## src/rtl/neuron_preact_mac.sv

```systemverilog
// neuron_preact_mac: streams Q8.8 (x, w) pairs, accumulates x*w at full precision,
// then adds a bias, rounds half toward +inf and saturates back to Q8.8.
//   clk, rst (async, active-low)
//   in_valid/in_ready, x_in, w_in, in_last, bias : input beat handshake
//   y_out, valid_out, sat_out                    : one-cycle result pulse to the sigmoid
module neuron_preact_mac #(
    parameter int FRAC_BITS = 8,
    parameter int ACC_W     = 40,
    parameter int DATA_W    = 16
) (
    input  logic                     clk,
    input  logic                     rst,
    input  logic                     in_valid,
    output logic                     in_ready,
    input  logic signed [DATA_W-1:0] x_in,
    input  logic signed [DATA_W-1:0] w_in,
    input  logic                     in_last,
    input  logic signed [DATA_W-1:0] bias,
    output logic signed [DATA_W-1:0] y_out,
    output logic                     valid_out,
    output logic                     sat_out
);
    localparam int PROD_W = 2 * DATA_W;
    localparam logic signed [ACC_W-1:0] Y_MAX = {{(ACC_W-DATA_W+1){1'b0}}, {(DATA_W-1){1'b1}}};
    localparam logic signed [ACC_W-1:0] Y_MIN = {{(ACC_W-DATA_W+1){1'b1}}, {(DATA_W-1){1'b0}}};
    localparam logic signed [ACC_W-1:0] HALF  = ACC_W'(1) << (FRAC_BITS - 1);

    typedef enum logic [1:0] {ACC, DRAIN, ROUND} state_t;

    state_t                    state_q, state_d;
    logic signed [PROD_W-1:0]  prod_q, prod_d;
    logic                      prod_valid_q, prod_valid_d;
    logic signed [ACC_W-1:0]   acc_q, acc_d;
    logic signed [DATA_W-1:0]  bias_q, bias_d;
    logic signed [DATA_W-1:0]  y_q, y_d;
    logic                      valid_q, valid_d;
    logic                      sat_q, sat_d;

    logic                      accept;
    logic signed [ACC_W-1:0]   prod_ext, bias_ext, sum, rnd;
    logic                      hi, lo;
    logic signed [DATA_W-1:0]  y_sat;

    assign in_ready  = state_q == ACC;
    assign accept    = in_valid && in_ready;
    assign y_out     = y_q;
    assign valid_out = valid_q;
    assign sat_out   = sat_q;

    always_comb begin
        prod_ext = {{(ACC_W-PROD_W){prod_q[PROD_W-1]}}, prod_q};
        bias_ext = {{(ACC_W-DATA_W){bias_q[DATA_W-1]}}, bias_q};
        sum      = acc_q + (bias_ext <<< FRAC_BITS);
        rnd      = (sum + HALF) >>> FRAC_BITS;
        hi       = rnd > Y_MAX;
        lo       = rnd < Y_MIN;
        y_sat    = hi ? Y_MAX[DATA_W-1:0] : lo ? Y_MIN[DATA_W-1:0] : rnd[DATA_W-1:0];
    end

    always_comb begin
        state_d      = state_q == ACC   ? ((accept && in_last) ? DRAIN : ACC) :
                       state_q == DRAIN ? ROUND : ACC;
        prod_d       = accept ? x_in * w_in : prod_q;
        prod_valid_d = accept;
        bias_d       = (accept && in_last) ? bias : bias_q;
        // The last product lands during DRAIN, so ROUND only ever sees the finished sum.
        acc_d        = state_q == ROUND ? '0 : prod_valid_q ? acc_q + prod_ext : acc_q;
        valid_d      = state_q == ROUND;
        y_d          = state_q == ROUND ? y_sat : y_q;
        sat_d        = state_q == ROUND ? (hi || lo) : sat_q;
    end

    always_ff @(posedge clk or negedge rst) begin
        if (!rst) begin
            state_q      <= ACC;
            prod_q       <= '0;
            prod_valid_q <= 1'b0;
            acc_q        <= '0;
            bias_q       <= '0;
            y_q          <= '0;
            valid_q      <= 1'b0;
            sat_q        <= 1'b0;
        end else begin
            state_q      <= state_d;
            prod_q       <= prod_d;
            prod_valid_q <= prod_valid_d;
            acc_q        <= acc_d;
            bias_q       <= bias_d;
            y_q          <= y_d;
            valid_q      <= valid_d;
            sat_q        <= sat_d;
        end
    end
endmodule

```

## config.mk

```make
export PLATFORM = sky130hd
export DESIGN_NAME = neuron_preact_mac
export DESIGN_NICKNAME = d
export VERILOG_FILES = /design/src/rtl/neuron_preact_mac.sv
export SDC_FILE = /design/constraint.sdc
export NUM_CORES = 1
export LEC_CHECK = 0
export ABC_AREA = 1
export BUFFER_PORTS_ARGS = -buffer_cell sky130_fd_sc_hd__buf_2
export CORE_MARGIN = 2
export CORE_UTILIZATION = 25
export CTS_CLUSTER_DIAMETER = 60
export DETAILED_ROUTE_END_ITERATION = 7
export GPL_TIMING_DRIVEN = 0
export PLACE_DENSITY_LB_ADDON = 0.1
export SLEW_MARGIN = 30
export SYNTH_ARGS = -nofsm -noshare
export SYNTH_HDL_FRONTEND = slang
export SYNTH_SLANG_ARGS = --single-unit
export TNS_END_PERCENT = 30
```

## constraint.sdc

```tcl
create_clock -name clk -period 3.4 [get_ports clk]
set_input_delay 0.51 -clock clk [delete_from_list [all_inputs] [get_ports clk]]
set_output_delay 0.51 -clock clk [all_outputs]
set_load 0.02 [all_outputs]
```

==> results.yml <==
yosys:
  syn_area_per_cell_sq_um: 7.05
  synth_ff_type: "dfrtp_1"
  synth_fp_nets: 3226
  yosys_warnings: 0
  synth.distinct_cells: 44
  synth_async_sr_flop_share_pct: 100
  ys_seq_area_share_pct: 14.0
  syn-cell-area_sq_mm: 0.0195
  synth_edf_count: 0
  synth-seq-cells: 109
  synthCells: 2758
detailed_routing:
  dr.first_iter.drc_count: 1052
  routed_wl_um: 68600
  drc: 0
  met1_length_um: 34400
  vias: 17500
  wl_per_cell_um: 17.4
  dr_wl_met3_um: 3790
  routed.top_layer: "met4"
  first_pass_iters: 5
  postRouteAntennaNets: 0
  post_drt_via_cell_ratio: 4.44
  route.met2.wl_um: 29800
job:
  drv_cap: 0
setup_path:
  worst-path-stages: 24
  worstReg2RegEnd: "sat_out"
  crit_type: "in2reg"
  reg2reg_from: "bias_q[15]"
  crit_slowest_cell: "fa_2"
  endpoint_kind: "flop"
  cp.arrival_ns: 5.80
  reg2reg_slack_ns: 0.10
  path_delay_family: "adder cells"
  cp_num_buf_inv: 10
  cp_slowest_stage_delay_ns: 0.63
  critPathRequiredTime_ns: 3.64
  rr_worst_depth: 19
  path_cells: "buf_12 -> clkbuf_16 -> nand2_4 -> inv_2 -> fa_2 -> buf_6 -> fa_2 -> buf_6 -> fa_1 -> inv_1 -> fa_1 -> inv_1 -> fa_1 -> inv_2 -> fa_1 -> inv_2 -> ha_4 -> nand2_4 -> nor4_4 -> buf_4 -> nand3b_1 -> nand3_2 -> xor2_1 -> o21ai_0"
  crit_start: "x_in[15]"
  cp-start-kind: "input port"
  crit_top_cell: "fa_1"
  cp_max_fo: 8
  crit_end: "prod_q[29]"
sta:
  rsz0062_at_grt: "true"
  hold_viol: 0
  final.setup.worst_slack_ns: -2.17
  period_minus_slack_ns: 5.57
  period_share_pct: 164
  setup_viol: 26
  tightest_slew_ns: 0.948
  finalMaxSlewViolations: 0
  maxSlewHeadroom_pct: 36.2
  fmax_mhz: 180
  finClkSkew_ns: 0.0209
cells_and_area:
  antenna_cells: 0
  drive_gt1_share_pct: 15.6
  nets: 3366
  synthToLayoutAreaGrowth_pct: 24.0
clock_tree:
  cts_sinks: 109
  cts_buffers: 9
  cts_tree: "yes"
  postCtsHoldBufs: 0
  clk_path_buf_depth: 2
  clock-root-buffer: "clkbuf_16"
  htreeDepth: 3
  insertion_delay_ns: 0.39
  clk_pin_slew_ns: 0.09
grt:
  grtUsageTotal_pct: 17.5
  grt_pass1_wl_um: 108000
  grt_pass1_vias: 18200
  grt_max_degree: 58
  overflow: 0
  antenna_found_initial: 0
place:
  portBuffers: 45
  dp_hpwl_um: 57800
  post-place-ws_ns: -3.43
  routabilityCongestion: 0.898
min_path:
  hp-class: "in2async"
outcome:
  failed_checks: "setup timing"
  outcome: "finished, violations left"
floorplan:
  fp.dieH_um: 283
  core_area_sq_mm: 0.0772
  num_io_pins: 71
  rows: 102
  dieArea_sq_mm: 0.0801
  start_util_pct: 25.2
  die_w_um: 283
area by class of cell:
type | instances | area (sq um)
tap | 1040 | 1300
buffer | 79 | 1160
multi-input combinational | 1934 | 15100
timing repair buffer | 129 | 1060
clock inverter | 6 | 80.1
inverter | 636 | 2390
fill | 8376 | 53100
sequential | 109 | 2730
clock buffer | 10 | 239
repair_timing:
item                       4_1_cts  5_1_grt
gates resized for setup        256       82
pin swaps                      102       49
setup buffers                   60       20
setup endpoints to repair       41       43
cloned                           2        1
how the worst min path moves through the flow:
stage	from	cells after the start	slack, ns	to
after CTS	rst	1	0.04	y_out[10]
after floorplan	rst	0	0.21	acc_q[0]
final	rst	1	0.04	y_out[11]
after global placement	state_q[1]	1	0.43	state_q[1]
after detailed placement	state_q[1]	1	0.45	state_q[1]
after global routing	rst	1	0.06	y_out[14]
stage by stage:
step	instances	TNS (ns)	utilization [%]	area [sq um]	hold slack, ns
after floorplan	2758	-42.77	-	20100	0.214
after global placement	3843	-72.79	28.1	21700	0.435
after detailed placement	3844	-71.94	28.1	21700	0.448
after CTS	3922	-43.16	30.7	23700	0.0373
after global routing	3943	-48.75	31.2	24100	0.0570
final	3943	-44.02	31.2	24100	0.0373
synthesized netlist by cell type, drive strengths merged (3+ instances only):
master	number	area share (%)
o21ai	108	2.8
o31ai	8	0.31
clkbuf	73	1.4
nand3b	4	0.15
nand3	72	2.0
a21oi	120	3.1
xnor2	21	0.98
o21a	4	0.15
nand4	22	0.71
a221oi	3	0.14
fa	264	27
nor2	154	3.1
ha	152	9.8
dfrtp	109	14
and3	3	0.096
and2	4	0.13
a21boi	5	0.19
a31oi	11	0.35
nor4	4	0.13
o21bai	22	0.85
a21o	6	0.23
xor2	33	1.5
nor3	18	0.49
or2	12	0.39
nand2	876	17
inv	634	12
buf	6	0.20
metal layers:
metal / vias to the layer above / GRT usage [%]
met5: - / 0
met4: 0 / 2.09
met3: 39 / 3.37
met2: 350 / 27.1
met1: 8561 / 25.9
li1: 8564 / -
flip-flops by register name, summed over array words and instances, names as in the netlist:
name,count
y_out,16
sat_out,1
prod_q,32
bias_q,16
prod_valid_q,1
state_q,2
acc_q,40
valid_out,1
cells by family after synthesis:
logic type                 after synthesis  share of synthesized area (%)
buffers and inverters                  715                           13.9
and+or+nand+nor                       1169                           24.2
AOI/OAI and AO/OA                      295                           8.48
adders and majority gates              416                           36.9
DFF                                    109                           14.0
xor gates and xnor gates                54                           2.47
cells in the final DEF, fill, tap and decap left out, types with 32 or more instances in the layout:
cell type / synthesis / routed
a21oi_1: 119 / 94
buf_2: 1 / 38
buf_4: 0 / 64
clkbuf_16: 0 / 37
dfrtp_1: 109 / 107
fa_1: 264 / 244
ha_1: 152 / 118
inv_1: 629 / 596
inv_2: 5 / 36
nand2_1: 868 / 830
nand3_1: 68 / 59
nor2_1: 145 / 131
o21ai_0: 108 / 82
xor2_1: 33 / 32
Power is not shown: default switching activity piles up to over one toggle a cycle in this logic, so the estimate is an artifact.
